$ cat src/rtl/rob_pkg.sv
// Shared constants, types and helpers for the reorder buffer.
// Tags are ROB_ADD_W wide; tag 0 means "no dependency", so usable slots are 1..ROB_S-1.
// Store opcodes identify which LSB-bound instructions need a store commit.
package rob_pkg;

  localparam int ROB_ADD_W = 4;
  localparam int ROB_S     = 1 << ROB_ADD_W;  // entry 0 exists but is never issued
  localparam int REG_DAT_W = 32;
  localparam int REG_ADD_W = 5;
  localparam int INS_OP_W  = 6;
  localparam int FULL_THR  = ROB_S - 2;       // one slot of slack for the reservation in flight

  typedef logic [ROB_ADD_W-1:0] tag_t;
  typedef logic [ROB_ADD_W:0]   cnt_t;
  typedef logic [REG_DAT_W-1:0] dat_t;
  typedef logic [REG_ADD_W-1:0] reg_t;
  typedef logic [INS_OP_W-1:0]  op_t;

  localparam op_t OP_SB = 6'h28;
  localparam op_t OP_SH = 6'h29;
  localparam op_t OP_SW = 6'h2b;

  typedef struct packed {
    logic busy;
    logic ready;
    reg_t rd;
    dat_t value;
    logic mp;
    dat_t npc;
    logic is_store;
  } slot_t;

  // Dispatch payload shared by the RS and LSB strobes
  typedef struct packed {
    tag_t qs1;
    tag_t qs2;
    tag_t qd;
    dat_t vs1;
    dat_t vs2;
    dat_t pc;
    dat_t imm;
    op_t  op;
  } dp_t;

  // Commit payload toward the register file / LSB
  typedef struct packed {
    reg_t rd;
    tag_t qd;
    dat_t vd;
  } cm_t;

  // Circular advance over 1..ROB_S-1, skipping tag 0
  function automatic tag_t next_tag(input tag_t t);
    return (t == tag_t'(ROB_S - 1)) ? tag_t'(1) : t + tag_t'(1);
  endfunction

  function automatic logic is_store_op(input op_t op);
    return (op == OP_SB) || (op == OP_SH) || (op == OP_SW);
  endfunction

endpackage

$ cat src/rtl/rob_if.sv
// Reorder-buffer bus bundle: issue, rename, dispatch, CDB, commit and flush signals.
// slave = the ROB itself (consumes i*, drives o*); master = the surrounding pipeline.
// Port names keep the pipeline-wide i*/o* naming so they line up with the neighbouring stages.
interface rob_if;
  import rob_pkg::*;

  logic iIS_En;
  tag_t oRF_Qn;
  logic oIS_Full;

  logic iRF_En;
  tag_t iRF_Qd;
  reg_t iRF_Rd;
  tag_t iRF_Qs1, iRF_Qs2;
  dat_t iRF_Vs1, iRF_Vs2;
  op_t  iRF_Op;
  dat_t iRF_Pc, iRF_Imm;
  logic iRF_Ils;

  logic oRS_En, oLSB_En;
  tag_t oDP_Qs1, oDP_Qs2, oDP_Qd;
  dat_t oDP_Vs1, oDP_Vs2, oDP_Pc, oDP_Imm;
  op_t  oDP_Op;

  logic iCDB_En;
  tag_t iCDB_Q;
  dat_t iCDB_V;
  logic iCDB_Mp;
  dat_t iCDB_Npc;

  logic oRF_En;
  reg_t oRF_Rd;
  tag_t oRF_Qd;
  dat_t oRF_Vd;
  logic oLSB_Cmt;
  tag_t oLSB_CmtQ;
  logic oMp;
  dat_t oMpPc;

  modport slave (
    input  iIS_En, iRF_En, iRF_Qd, iRF_Rd, iRF_Qs1, iRF_Qs2, iRF_Vs1, iRF_Vs2,
           iRF_Op, iRF_Pc, iRF_Imm, iRF_Ils, iCDB_En, iCDB_Q, iCDB_V, iCDB_Mp, iCDB_Npc,
    output oRF_Qn, oIS_Full, oRS_En, oLSB_En, oDP_Qs1, oDP_Qs2, oDP_Qd, oDP_Vs1,
           oDP_Vs2, oDP_Pc, oDP_Imm, oDP_Op, oRF_En, oRF_Rd, oRF_Qd, oRF_Vd,
           oLSB_Cmt, oLSB_CmtQ, oMp, oMpPc
  );

  modport master (
    output iIS_En, iRF_En, iRF_Qd, iRF_Rd, iRF_Qs1, iRF_Qs2, iRF_Vs1, iRF_Vs2,
           iRF_Op, iRF_Pc, iRF_Imm, iRF_Ils, iCDB_En, iCDB_Q, iCDB_V, iCDB_Mp, iCDB_Npc,
    input  oRF_Qn, oIS_Full, oRS_En, oLSB_En, oDP_Qs1, oDP_Qs2, oDP_Qd, oDP_Vs1,
           oDP_Vs2, oDP_Pc, oDP_Imm, oDP_Op, oRF_En, oRF_Rd, oRF_Qd, oRF_Vd,
           oLSB_Cmt, oLSB_CmtQ, oMp, oMpPc
  );

endinterface

$ cat src/rtl/rob_fwd.sv
// Operand forwarding for one source: resolves a stale tag from the CDB or the ROB slot.
// Latency: combinational. Backpressure: none, pure function of its inputs.
// Ports: qs/vs incoming operand, cdb_* live broadcast, slot_* state of slot qs, q_o/v_o result.
module rob_fwd
  import rob_pkg::*;
(
  input  tag_t qs,
  input  dat_t vs,
  input  logic cdb_en,
  input  tag_t cdb_q,
  input  dat_t cdb_v,
  input  logic slot_busy,
  input  logic slot_ready,
  input  dat_t slot_val,
  output tag_t q_o,
  output dat_t v_o
);

  always_comb begin
    q_o = qs;
    v_o = vs;
    if (qs != '0) begin
      if (cdb_en && (cdb_q == qs)) begin
        q_o = '0;
        v_o = cdb_v;
      end else if (slot_ready || !slot_busy) begin
        // A non-busy slot has already committed; its value is still held in the slot
        q_o = '0;
        v_o = slot_val;
      end
    end
  end

endmodule

$ cat src/rtl/rob.sv
// Reorder buffer: tag reservation, operand forwarding/dispatch, CDB capture, in-order commit, flush.
// Latency: dispatch 1 cycle after iRF_En; commit >= 1 cycle after CDB capture; oMp with the faulting commit.
// Backpressure: oIS_Full when 14+ tags are held; en=0 freezes all state; inputs ignored while oMp=1.
// Ports: clk, rst (sync, active-high), en, io (rob_if.slave).
// Optional: define ROB_TRACE_EN to print each commit and count commits in simulation.
module rob
  import rob_pkg::*;
(
  input  logic clk,
  input  logic rst,
  input  logic en,
  rob_if.slave io
);

  slot_t slots_q [ROB_S];
  slot_t slots_d [ROB_S];
  tag_t  alloc_q, alloc_d, head_q, head_d;
  cnt_t  cnt_q, cnt_d;
  dp_t   dp_q, dp_d;
  cm_t   cm_q, cm_d;
  logic  rs_en_q, rs_en_d, lsb_en_q, lsb_en_d;
  logic  rf_en_q, rf_en_d, lsb_cmt_q, lsb_cmt_d;
  logic  mp_q, mp_d;
  dat_t  mp_pc_q, mp_pc_d;

  logic  live, res, alc, cdb, cmt, flush;
  slot_t hd;
  tag_t  fq1, fq2;
  dat_t  fv1, fv2;

  // The flush cycle swallows all pipeline inputs
  assign live  = en && !mp_q;
  assign res   = live && io.iIS_En;
  assign alc   = live && io.iRF_En;
  assign cdb   = live && io.iCDB_En && slots_q[io.iCDB_Q].busy;
  assign hd    = slots_q[head_q];
  assign cmt   = en && hd.busy && hd.ready;
  assign flush = cmt && hd.mp;

  rob_fwd u_fwd1 (
    .qs(io.iRF_Qs1), .vs(io.iRF_Vs1),
    .cdb_en(live && io.iCDB_En), .cdb_q(io.iCDB_Q), .cdb_v(io.iCDB_V),
    .slot_busy(slots_q[io.iRF_Qs1].busy), .slot_ready(slots_q[io.iRF_Qs1].ready),
    .slot_val(slots_q[io.iRF_Qs1].value), .q_o(fq1), .v_o(fv1)
  );

  rob_fwd u_fwd2 (
    .qs(io.iRF_Qs2), .vs(io.iRF_Vs2),
    .cdb_en(live && io.iCDB_En), .cdb_q(io.iCDB_Q), .cdb_v(io.iCDB_V),
    .slot_busy(slots_q[io.iRF_Qs2].busy), .slot_ready(slots_q[io.iRF_Qs2].ready),
    .slot_val(slots_q[io.iRF_Qs2].value), .q_o(fq2), .v_o(fv2)
  );

  always_comb begin
    slots_d   = slots_q;
    alloc_d   = alloc_q;
    head_d    = head_q;
    dp_d      = dp_q;
    cm_d      = cm_q;
    mp_pc_d   = mp_pc_q;
    // Strobes are single-cycle pulses, but hold along with everything else when en=0
    rs_en_d   = en ? 1'b0 : rs_en_q;
    lsb_en_d  = en ? 1'b0 : lsb_en_q;
    rf_en_d   = en ? 1'b0 : rf_en_q;
    lsb_cmt_d = en ? 1'b0 : lsb_cmt_q;
    mp_d      = en ? 1'b0 : mp_q;

    if (alc) begin
      slots_d[io.iRF_Qd].busy     = 1'b1;
      slots_d[io.iRF_Qd].ready    = 1'b0;
      slots_d[io.iRF_Qd].mp       = 1'b0;
      slots_d[io.iRF_Qd].rd       = io.iRF_Rd;
      slots_d[io.iRF_Qd].is_store = io.iRF_Ils && is_store_op(io.iRF_Op);
      rs_en_d  = !io.iRF_Ils;
      lsb_en_d = io.iRF_Ils;
      dp_d = '{qs1: fq1, qs2: fq2, qd: io.iRF_Qd, vs1: fv1, vs2: fv2,
               pc: io.iRF_Pc, imm: io.iRF_Imm, op: io.iRF_Op};
    end

    if (cdb) begin
      slots_d[io.iCDB_Q].ready = 1'b1;
      slots_d[io.iCDB_Q].value = io.iCDB_V;
      slots_d[io.iCDB_Q].mp    = io.iCDB_Mp;
      slots_d[io.iCDB_Q].npc   = io.iCDB_Npc;
    end

    if (res) alloc_d = next_tag(alloc_q);

    if (cmt) begin
      slots_d[head_q].busy = 1'b0;  // value is deliberately left in place
      head_d    = next_tag(head_q);
      rf_en_d   = 1'b1;
      lsb_cmt_d = hd.is_store;
      cm_d      = '{rd: hd.rd, qd: head_q, vd: hd.value};
    end

    cnt_d = cnt_q + cnt_t'(res) - cnt_t'(cmt);

    // Mispredicted commit: the commit itself stands, everything younger is dropped
    if (flush) begin
      for (int i = 0; i < ROB_S; i++) begin
        slots_d[i].busy  = 1'b0;
        slots_d[i].ready = 1'b0;
      end
      alloc_d  = tag_t'(1);
      head_d   = tag_t'(1);
      cnt_d    = '0;
      rs_en_d  = 1'b0;
      lsb_en_d = 1'b0;
      mp_d     = 1'b1;
      mp_pc_d  = hd.npc;
    end
  end

  always_ff @(posedge clk) begin
    if (rst) begin
      for (int i = 0; i < ROB_S; i++) slots_q[i] <= '0;
      alloc_q   <= tag_t'(1);
      head_q    <= tag_t'(1);
      cnt_q     <= '0;
      dp_q      <= '0;
      cm_q      <= '0;
      rs_en_q   <= 1'b0;
      lsb_en_q  <= 1'b0;
      rf_en_q   <= 1'b0;
      lsb_cmt_q <= 1'b0;
      mp_q      <= 1'b0;
      mp_pc_q   <= '0;
    end else begin
      slots_q   <= slots_d;
      alloc_q   <= alloc_d;
      head_q    <= head_d;
      cnt_q     <= cnt_d;
      dp_q      <= dp_d;
      cm_q      <= cm_d;
      rs_en_q   <= rs_en_d;
      lsb_en_q  <= lsb_en_d;
      rf_en_q   <= rf_en_d;
      lsb_cmt_q <= lsb_cmt_d;
      mp_q      <= mp_d;
      mp_pc_q   <= mp_pc_d;
    end
  end

  assign io.oRF_Qn    = alloc_q;
  assign io.oIS_Full  = (cnt_q >= cnt_t'(FULL_THR));
  assign io.oRS_En    = rs_en_q;
  assign io.oLSB_En   = lsb_en_q;
  assign io.oDP_Qs1   = dp_q.qs1;
  assign io.oDP_Qs2   = dp_q.qs2;
  assign io.oDP_Qd    = dp_q.qd;
  assign io.oDP_Vs1   = dp_q.vs1;
  assign io.oDP_Vs2   = dp_q.vs2;
  assign io.oDP_Pc    = dp_q.pc;
  assign io.oDP_Imm   = dp_q.imm;
  assign io.oDP_Op    = dp_q.op;
  assign io.oRF_En    = rf_en_q;
  assign io.oRF_Rd    = cm_q.rd;
  assign io.oRF_Qd    = cm_q.qd;
  assign io.oRF_Vd    = cm_q.vd;
  assign io.oLSB_Cmt  = lsb_cmt_q;
  assign io.oLSB_CmtQ = cm_q.qd;
  assign io.oMp       = mp_q;
  assign io.oMpPc     = mp_pc_q;

`ifdef ROB_TRACE_EN
  logic [31:0] cmt_cnt_q, cmt_cnt_d;
  assign cmt_cnt_d = cmt ? cmt_cnt_q + 32'd1 : cmt_cnt_q;
  always_ff @(posedge clk) begin
    if (rst) begin
      cmt_cnt_q <= '0;
    end else begin
      cmt_cnt_q <= cmt_cnt_d;
      if (cmt) $display("[rob] commit #%0d tag=%0d rd=%0d value=%08h",
                        cmt_cnt_d, head_q, hd.rd, hd.value);
    end
  end
`endif

endmodule
$ cat src/flat_wrapper.sv
// flat-port wrapper written by rule: the top's interface ports become plain ports
module rob_flat import rob_pkg::*;
  (clk, rst, en, io_iIS_En, io_iRF_En, io_iRF_Qd, io_iRF_Rd, io_iRF_Qs1, io_iRF_Qs2, io_iRF_Vs1, io_iRF_Vs2, io_iRF_Op, io_iRF_Pc, io_iRF_Imm, io_iRF_Ils, io_iCDB_En, io_iCDB_Q, io_iCDB_V, io_iCDB_Mp, io_iCDB_Npc, io_oRF_Qn, io_oIS_Full, io_oRS_En, io_oLSB_En, io_oDP_Qs1, io_oDP_Qs2, io_oDP_Qd, io_oDP_Vs1, io_oDP_Vs2, io_oDP_Pc, io_oDP_Imm, io_oDP_Op, io_oRF_En, io_oRF_Rd, io_oRF_Qd, io_oRF_Vd, io_oLSB_Cmt, io_oLSB_CmtQ, io_oMp, io_oMpPc);
  rob_if io_i ();
  input  logic clk;
  input  logic rst;
  input  logic en;
  input wire logic [$bits(io_i.iIS_En)-1:0] io_iIS_En;
  input wire logic [$bits(io_i.iRF_En)-1:0] io_iRF_En;
  input wire logic [$bits(io_i.iRF_Qd)-1:0] io_iRF_Qd;
  input wire logic [$bits(io_i.iRF_Rd)-1:0] io_iRF_Rd;
  input wire logic [$bits(io_i.iRF_Qs1)-1:0] io_iRF_Qs1;
  input wire logic [$bits(io_i.iRF_Qs2)-1:0] io_iRF_Qs2;
  input wire logic [$bits(io_i.iRF_Vs1)-1:0] io_iRF_Vs1;
  input wire logic [$bits(io_i.iRF_Vs2)-1:0] io_iRF_Vs2;
  input wire logic [$bits(io_i.iRF_Op)-1:0] io_iRF_Op;
  input wire logic [$bits(io_i.iRF_Pc)-1:0] io_iRF_Pc;
  input wire logic [$bits(io_i.iRF_Imm)-1:0] io_iRF_Imm;
  input wire logic [$bits(io_i.iRF_Ils)-1:0] io_iRF_Ils;
  input wire logic [$bits(io_i.iCDB_En)-1:0] io_iCDB_En;
  input wire logic [$bits(io_i.iCDB_Q)-1:0] io_iCDB_Q;
  input wire logic [$bits(io_i.iCDB_V)-1:0] io_iCDB_V;
  input wire logic [$bits(io_i.iCDB_Mp)-1:0] io_iCDB_Mp;
  input wire logic [$bits(io_i.iCDB_Npc)-1:0] io_iCDB_Npc;
  output wire logic [$bits(io_i.oRF_Qn)-1:0] io_oRF_Qn;
  output wire logic [$bits(io_i.oIS_Full)-1:0] io_oIS_Full;
  output wire logic [$bits(io_i.oRS_En)-1:0] io_oRS_En;
  output wire logic [$bits(io_i.oLSB_En)-1:0] io_oLSB_En;
  output wire logic [$bits(io_i.oDP_Qs1)-1:0] io_oDP_Qs1;
  output wire logic [$bits(io_i.oDP_Qs2)-1:0] io_oDP_Qs2;
  output wire logic [$bits(io_i.oDP_Qd)-1:0] io_oDP_Qd;
  output wire logic [$bits(io_i.oDP_Vs1)-1:0] io_oDP_Vs1;
  output wire logic [$bits(io_i.oDP_Vs2)-1:0] io_oDP_Vs2;
  output wire logic [$bits(io_i.oDP_Pc)-1:0] io_oDP_Pc;
  output wire logic [$bits(io_i.oDP_Imm)-1:0] io_oDP_Imm;
  output wire logic [$bits(io_i.oDP_Op)-1:0] io_oDP_Op;
  output wire logic [$bits(io_i.oRF_En)-1:0] io_oRF_En;
  output wire logic [$bits(io_i.oRF_Rd)-1:0] io_oRF_Rd;
  output wire logic [$bits(io_i.oRF_Qd)-1:0] io_oRF_Qd;
  output wire logic [$bits(io_i.oRF_Vd)-1:0] io_oRF_Vd;
  output wire logic [$bits(io_i.oLSB_Cmt)-1:0] io_oLSB_Cmt;
  output wire logic [$bits(io_i.oLSB_CmtQ)-1:0] io_oLSB_CmtQ;
  output wire logic [$bits(io_i.oMp)-1:0] io_oMp;
  output wire logic [$bits(io_i.oMpPc)-1:0] io_oMpPc;
  assign io_i.iIS_En = io_iIS_En;
  assign io_i.iRF_En = io_iRF_En;
  assign io_i.iRF_Qd = io_iRF_Qd;
  assign io_i.iRF_Rd = io_iRF_Rd;
  assign io_i.iRF_Qs1 = io_iRF_Qs1;
  assign io_i.iRF_Qs2 = io_iRF_Qs2;
  assign io_i.iRF_Vs1 = io_iRF_Vs1;
  assign io_i.iRF_Vs2 = io_iRF_Vs2;
  assign io_i.iRF_Op = io_iRF_Op;
  assign io_i.iRF_Pc = io_iRF_Pc;
  assign io_i.iRF_Imm = io_iRF_Imm;
  assign io_i.iRF_Ils = io_iRF_Ils;
  assign io_i.iCDB_En = io_iCDB_En;
  assign io_i.iCDB_Q = io_iCDB_Q;
  assign io_i.iCDB_V = io_iCDB_V;
  assign io_i.iCDB_Mp = io_iCDB_Mp;
  assign io_i.iCDB_Npc = io_iCDB_Npc;
  assign io_oRF_Qn = io_i.oRF_Qn;
  assign io_oIS_Full = io_i.oIS_Full;
  assign io_oRS_En = io_i.oRS_En;
  assign io_oLSB_En = io_i.oLSB_En;
  assign io_oDP_Qs1 = io_i.oDP_Qs1;
  assign io_oDP_Qs2 = io_i.oDP_Qs2;
  assign io_oDP_Qd = io_i.oDP_Qd;
  assign io_oDP_Vs1 = io_i.oDP_Vs1;
  assign io_oDP_Vs2 = io_i.oDP_Vs2;
  assign io_oDP_Pc = io_i.oDP_Pc;
  assign io_oDP_Imm = io_i.oDP_Imm;
  assign io_oDP_Op = io_i.oDP_Op;
  assign io_oRF_En = io_i.oRF_En;
  assign io_oRF_Rd = io_i.oRF_Rd;
  assign io_oRF_Qd = io_i.oRF_Qd;
  assign io_oRF_Vd = io_i.oRF_Vd;
  assign io_oLSB_Cmt = io_i.oLSB_Cmt;
  assign io_oLSB_CmtQ = io_i.oLSB_CmtQ;
  assign io_oMp = io_i.oMp;
  assign io_oMpPc = io_i.oMpPc;
  rob u_core (.clk(clk), .rst(rst), .en(en), .io(io_i));
endmodule
$ cat config.mk
export PLATFORM = sky130hd
export DESIGN_NAME = rob_flat
export DESIGN_NICKNAME = d
export VERILOG_FILES = /design/src/rtl/rob_pkg.sv /design/src/rtl/rob_if.sv /design/src/rtl/rob_fwd.sv /design/src/rtl/rob.sv /design/src/flat_wrapper.sv
export SDC_FILE = /design/constraint.sdc
export NUM_CORES = 2
export LEC_CHECK = 0
export BUFFER_PORTS_ARGS = -buffer_cell sky130_fd_sc_hd__buf_2
export CELL_PAD_IN_SITES_DETAIL_PLACEMENT = 2
export CELL_PAD_IN_SITES_GLOBAL_PLACEMENT = 2
export CORE_ASPECT_RATIO = 1.75
export CORE_MARGIN = 2
export CORE_UTILIZATION = 35
export CTS_CLUSTER_DIAMETER = 200
export DETAILED_ROUTE_END_ITERATION = 10
export GPL_TIMING_DRIVEN = 0
export PLACE_DENSITY_LB_ADDON = 0.1
export SLEW_MARGIN = 25
export SYNTH_ARGS = -nofsm -noshare
export SYNTH_HDL_FRONTEND = slang
export SYNTH_SLANG_ARGS = --single-unit
$ cat constraint.sdc
create_clock -name clk -period 3.8 [get_ports clk]
set_input_delay 0.19 -clock clk [delete_from_list [all_inputs] [get_ports clk]]
set_output_delay 0.19 -clock clk [all_outputs]
set_load 0.02 [all_outputs]
## After elaboration in Yosys (flattened, before gate mapping)

Index checks and enable logic that the tools add are counted.

| word-level totals | value |
|---|---|
| bits in registers | 1,405 |
| input port bits | 227 |
| output and inout bits | 233 |
| logic and storage cells | 250 |

| operators by class | value |
|---|---|
| add/subtract/negate cells | 4 |
| order comparisons | 9 |
| equal/unequal tests | 7 |
| muxes and demuxes | 65 |
| bitwise operators | 5 |
| reductions and logical operators | 28 |

Operators with widths:

| operator | count |
|---|---|
| $bwmux W1168 | 10 |
| $mux W1168 | 3 |
| $demux W73 S4 | 10 |
| $bmux W73 S4 | 4 |
| $mux W73 | 10 |
| $mux W32 | 6 |
| $mux W72 | 2 |
| $mux W71 | 1 |
| $mux W34 | 2 |
| $mux W66 | 1 |
| $mux W33 | 1 |
| $mux W4 | 8 |
| $ge A5 B5 Y1 const B | 5 |
| $not A4 Y5 | 5 |
| $eq A6 B6 Y1 const B | 3 |
| $lt A5 B1 Y1 const B | 3 |
| $logic_and A1 B1 Y1 | 14 |
| $add A4 B1 Y4 const B | 2 |
| $eq A4 B4 Y1 | 2 |
| $eq A4 B4 Y1 const B | 2 |
| $reduce_bool A4 Y1 | 2 |
| $mux W1 | 7 |
| $reduce_bool A2 Y1 | 3 |
| $add A5 B1 Y5 | 1 |
| 5 further kinds | 11 |

## Longest topological paths before layout

| logic depth | value |
|---|---|
| depth in word-level cells | 18 |
| depth in mapped cells | 15 |
| gate-level depth less buffers | 12 |

## Modules after synthesis

Synthesis repeated with hierarchy kept, for this count alone.

| second synthesis, totals | value |
|---|---|
| cell total of the unflattened synthesis | 7,395 |
| area total of the unflattened synthesis | 67,568.6 um2 |

By module, submodules not included:

| module | times used | cells an instance | area an instance (um2) | seq. area each (um2) |
|---|---|---|---|---|
| rob | 1 | 7,145 | 65,924.5 | 28,127.0 |
| rob_fwd | 2 | 125 | 822.0 | 0.0 |

## Worst setup path after synthesis

No wires, ideal clock.

| timing | value |
|---|---|
| path type | register to register |
| start | reg u_core.head_q[0] |
| end | reg u_core.cnt_q[4] |
| setup time | 0.118 ns |
| arrival time | 3.247 ns |
| required time | 3.682 ns |
| setup slack | 0.435 ns |
| cell stages (with the launch flop) | 15 |
| buffers on the path | 3 |
| period minus slack after synthesis | 3.365 ns |
| cell sequence | dfxtp_1 > buf_6 > buf_4 > mux4_2 > a211o_1 > nor2_2 > clkbuf_1 > ha_1 > inv_1 > ha_1 > fa_1 > a21o_1 > a21oi_1 > xor2_1 > nor2_1 |

| between the ends | value |
|---|---|
| cells in the longest elaborated chain, start to end | 8 |
| elaborated cells on any way between the ends | 9 |
| classes of those cells | 1 x add/sub; 3 x mux; 1 x bitwise; 4 x reduce/logical |

RTL lines:

| what | line | RTL |
|---|---|---|
| start: declaration | rob.sv:17 | `tag_t alloc_q, alloc_d, head_q, head_d;` |
| start signal: assignment | rob.sv:119 | `head_q <= tag_t'(1);` |
| $not A4 Y5 (not written as such) * | rob.sv:36 | `assign hd = slots_q[head_q];` |
| $bmux W73 S4 * | rob.sv:36 |  |
| $mux W73 (not written as such) * (2 in a row) | rob.sv:36 |  |
| $logic_and A1 B1 Y1 | rob.sv:37 | `assign cmt = en && hd.busy && hd.ready;` |
| $logic_and A1 B1 Y1 * | rob.sv:37 |  |
| net u_core.cmt | rob.sv:26 | `logic live, res, alc, cdb, cmt, flush;` |
| branches (longest 2 deep; another with $sub A5 B1 Y5) | -- |  |
| end signal: assignment | rob.sv:133 | `cnt_q <= cnt_d;` |
| end: declaration | rob.sv:18 | `cnt_t cnt_q, cnt_d;` |

Mark *: on every way through the listed nets, which the timed path passes. The select of a mux whose other input is x is not followed.
A chain may end at the register's enable or synchronous reset.

## Final worst setup path

| timing | value |
|---|---|
| start | reg u_core.slots_q[1167] (netlist name) |
| end | reg u_core.dp_q, in the netlist u_core.io.oDP_Vs2[8] |

| between the ends | value |
|---|---|
| cells in the longest elaborated chain, start to end | 8 |

RTL lines:

| what | line | RTL |
|---|---|---|
| start: declaration | rob.sv:15 | `slot_t slots_q [ROB_S];` |
| start signal: assignment | rob.sv:130 | `slots_q <= slots_d;` |
| $bmux W73 S4 | rob.sv:50 | `.slot_busy(slots_q[io.iRF_Qs2].busy), .slot_ready(slots_q[io.iRF_Qs2].ready),` |
| $mux W73 (not written as such) (2 in a row) | rob.sv:50 |  |
| $logic_not A1 Y1 | rob_fwd.sv:26 | `end else if (slot_ready \|\| !slot_busy) begin` |
| $logic_or A1 B1 Y1 | rob_fwd.sv:26 |  |
| $mux W32 | rob_fwd.sv:26 |  |
| $mux W32 | rob_fwd.sv:23 | `if (cdb_en && (cdb_q == qs)) begin` |
| $mux W32 | rob_fwd.sv:22 | `if (qs != '0) begin` |
| end signal: assignment | rob.sv:134 | `dp_q <= dp_d;` |
| end: declaration | rob.sv:19 | `dp_t dp_q, dp_d;` |

Every way passes these cells. The select of a mux whose other input is x is not followed.

==> results.tsv <==
stage	metric	value	unit
clock_tree	cts_buffers	156	
global_routing	largest_net_degree_at_the_start_of_global_routing	15	
yosys	post_synthesis_net_count	7541	
setup_path	critical_path_type	reg2reg	
cells_and_area	layout-drive-gt1-share	0.196	
global_routing	grt_first_pass_wirelength	547000	µm
power	cell_internal_power	24.4	mW
floorplanning	starting_density	0.352	
global_routing	groute.usage.overall	0.400	
cells_and_area	fill_cells	20700	
yosys	synth_enable_flop_cells	0	
clock_tree	clock_latency	890	ps
sta	finalWorstPathRequiredPeriod	3980	ps
sta	final-hold-violation-count	0	
power	power.share.clock	0.471	
yosys	ys_ff_latch	1405	
drt	avgRoutedWirePerCell	37.0	µm
setup_path	timing.critical_path.arrival	4710	ps
flow_run	max-cap-violations	0	
setup_path	crit_path_max_incr_delay	960	ps
floorplanning	fp-row-count	212	
sta	min_period_over_period	1.05	
hold_path	min_path_type	in2reg	
cells_and_area	leading_cell_type_in_the_layout_fill_and_taps_excluded	sky130_fd_sc_hd__nand2_1	
floorplanning	fp.coreArea	190000	µm²
placement	hpwl	293000	µm
floorplanning	die_area	195000	µm²
yosys	share_of_the_yosys_chip_area_belonging_to_registers	0.420	
drt	final_antenna_net_count	0	
yosys	synth.yosys.warnings	0	
yosys	synth-main-ff-cell	sky130_fd_sc_hd__dfxtp_1	
power	comb_power_share	0.081	
floorplanning	io_pins	460	
drt	drc	0	
setup_path	worst_setup_path_end_kind	flip-flop	
status	status	complete, but fails checks	
cells_and_area	synthToLayoutAreaGrowth	20.1	%
power	cellPowerDensity	414	nW/µm²
floorplanning	die_w	335	µm
setup_path	required	4530	ps
power	leakage_power_of_the_design	27.1	nW
clock_tree	clock_tree_from_tritoncts	yes	
floorplanning	die-height	582	µm
power	vdd_drop_max	317	µV
sta	final_worst_setup_slack	-185	ps
clock_tree	cts-htree-levels	4	
cells_and_area	nets	8341	
yosys	synth_async_sr_flop_share	0	
drt	detail_route.wirelength	395000	µm
sta	tightestPinTransition	1280	ps
clock_tree	cts.clk_slew.worst_paths	70	ps
yosys	syn_area	66900	µm²
setup_path	critPathLaunchType	flip-flop	
yosys	avgSynthCellArea	9.17	µm²
clock_tree	cts-root-to-sink-buffers	4	
clock_tree	clock-sinks	1405	
power	switching_share	0.268	
drt	detailroute.via_count	66300	
sta	clock_skew	51.8	ps
sta	fmax	251	MHz
setup_path	cp_slowest_cell	sky130_fd_sc_hd__clkbuf_1	
status	violated_checks	setup timing	
drt	drtIter0Drc	5817	
yosys	synth.distinct_cells	64	
sta	hold-worst-slack	7.48	ps
placement	buffer_ports.inserted	386	
drt	via_per_inst	6.20	
clock_tree	clk_root_buffer_cell	sky130_fd_sc_hd__clkbuf_16	
cells_and_area	final_core_util	0.423	
sta	worst_slew_margin_rel	0.150	
global_routing	number_of_global_route_vias_before_repair	71500	
power	power_frac_seq	0.447	
cells_and_area	most-common-layout-cells	2359 x sky130_fd_sc_hd__nand2_1, 1404 x sky130_fd_sc_hd__dfxtp_1, 1233 x sky130_fd_sc_hd__a21oi_1	
power	p_switching	8.94	mW
global_routing	grt_antenna_before_repair	51	
setup_path	timing.critical_path.fanout_max	10	
drt	first_pass_iters	7	
sta	pins_over_slew_limit	0	
global_routing	grt.overflow.total	0	
sta	final_setup_violation_count	12	
yosys	cell_count_after_synthesis	7300	
setup_path	worst_path_most_repeated_cell	sky130_fd_sc_hd__clkbuf_1	
placement	gpl.final_weighted_congestion	0.987	
setup_path	crit_path_cell_trace	nor2b_1, mux4_2, o211ai_1, clkbuf_1, clkbuf_1, a31o_2, o32ai_1	
## cell usage after synthesis, types with 14 or more instances
master / instances / share of area
sky130_fd_sc_hd__nand3_1: 45 / 0.0034
sky130_fd_sc_hd__a31o_2: 31 / 0.0041
sky130_fd_sc_hd__buf_1: 112 / 0.0063
sky130_fd_sc_hd__o21ai_0: 18 / 0.0013
sky130_fd_sc_hd__a22o_1: 24 / 0.0031
sky130_fd_sc_hd__o32ai_1: 22 / 0.0029
sky130_fd_sc_hd__clkbuf_1: 609 / 0.034
sky130_fd_sc_hd__a311oi_1: 14 / 0.0018
sky130_fd_sc_hd__o221ai_1: 16 / 0.0021
sky130_fd_sc_hd__dfxtp_1: 1405 / 0.42
sky130_fd_sc_hd__inv_1: 17 / 0.00095
sky130_fd_sc_hd__a21oi_1: 1233 / 0.092
sky130_fd_sc_hd__mux4_2: 652 / 0.22
sky130_fd_sc_hd__nand2b_1: 16 / 0.0015
sky130_fd_sc_hd__mux2i_1: 131 / 0.020
sky130_fd_sc_hd__a221oi_1: 23 / 0.0030
sky130_fd_sc_hd__nand2_1: 2359 / 0.13
sky130_fd_sc_hd__o211ai_1: 26 / 0.0029
sky130_fd_sc_hd__a222oi_1: 25 / 0.0037
sky130_fd_sc_hd__nor3_1: 15 / 0.0011
sky130_fd_sc_hd__a22oi_1: 76 / 0.0085
sky130_fd_sc_hd__nor2_1: 235 / 0.013
sky130_fd_sc_hd__buf_2: 44 / 0.0033
## per-stage QoR
| stage | worst slack [ps] | cell area [µm²] | TNS (ps) | power [mW] | instances |
|---|---|---|---|---|---|
| after global routing | -31.6 | 80300 | -37.1 | 34.0 | 10700 |
| after global placement | -1850 | 71900 | -447500 | 17.5 | 10100 |
| after CTS | 7.13 | 80200 | 0 | 33.2 | 10700 |
| final | -185 | 80400 | -1600 | 33.3 | 10700 |
| after detailed placement | -1160 | 73000 | -35540 | 17.6 | 10200 |
| after floorplan | 435 | 66900 | 0 | 16.3 | 7300 |
## layer usage
metal | GRT usage | wire, µm | vias up
li1 | - | - | 27300
met1 | 0.404 | 132000 | 34300
met2 | 0.681 | 193000 | 3208
met3 | 0.0960 | 27900 | 1533
met4 | 0.360 | 41900 | 43
met5 | 0 | 351 | -
## logic make-up (layout without fill, tap and decap cells)
logic type / Yosys count / count (layout) / share of synthesized area
buffers and inverters: 793 / 1694 / 0.0461
xor gates and xnor gates: 13 / 13 / 0.00170
other: 0 / 30 / 0
adders and majority gates: 14 / 14 / 0.00273
muxes: 785 / 785 / 0.239
AOI/OAI and AO/OA: 1543 / 1543 / 0.130
and+or+nand+nor: 2747 / 2747 / 0.160
DFF: 1405 / 1405 / 0.420
## worst max-delay path: cells and delay by family, from the launching register on
| kind | cells | cell delay [ps] |
|---|---|---|
| buf+inv | 2 | 1580 |
| flops | 1 | 370 |
| compound gates | 3 | 1220 |
| simple gates | 1 | 180 |
| mux | 1 | 500 |
## path summary, 6_finish.rpt
| check | from | to | slack, ps | cells after the start |
|---|---|---|---|---|
| worst min-delay path | io_iCDB_V[30] | flip-flop | 7 | 3 |
| worst min register to register | u_core.io.oDP_Pc[23] | u_core.io.oDP_Pc[23] | 460 | 2 |
| worst max register to register | u_core.slots_q[1167] | u_core.io.oDP_Vs2[8] | -180 | 7 |
| worst max-delay path | u_core.slots_q[1167] | u_core.io.oDP_Vs2[8] | -180 | 7 |
## layout make-up
| cell class | instances | area [µm²] | area share |
|---|---|---|---|
| Multi-Input combinational cell | 5102 | 35800 | 0.445 |
| Sequential cell | 1405 | 28100 | 0.350 |
| Timing Repair Buffer | 644 | 4990 | 0.0621 |
| Clock buffer | 226 | 4630 | 0.0576 |
| Buffer | 774 | 3290 | 0.0409 |
| Tap cell | 2461 | 3080 | 0.0383 |
| Clock inverter | 33 | 345 | 0.00430 |
| Antenna cell | 30 | 75.1 | 0.000934 |
| Inverter | 17 | 63.8 | 0.000794 |
## power by group through the flow
stage / Combinational [mW] / Sequential (mW) / Clock, mW
2_1_floorplan: 0.998 / 15.3 / 0
3_3_place_gp: 2.31 / 15.2 / 0
3_5_place_dp: 2.40 / 15.2 / 0
4_1_cts: 2.58 / 14.9 / 15.8
5_1_grt: 2.75 / 14.9 / 16.3
6_report: 2.71 / 14.9 / 15.7
## repair_timing
action                     4_1_cts  5_1_grt
hold buffers                   205        1
hold endpoints to repair       568        6
buffers inserted                 1        9
gates cloned                     0        0
setup endpoints to repair      110      103
pin swaps                        1        4
resized for setup               24       16
(Power assumes the default switching activity.)
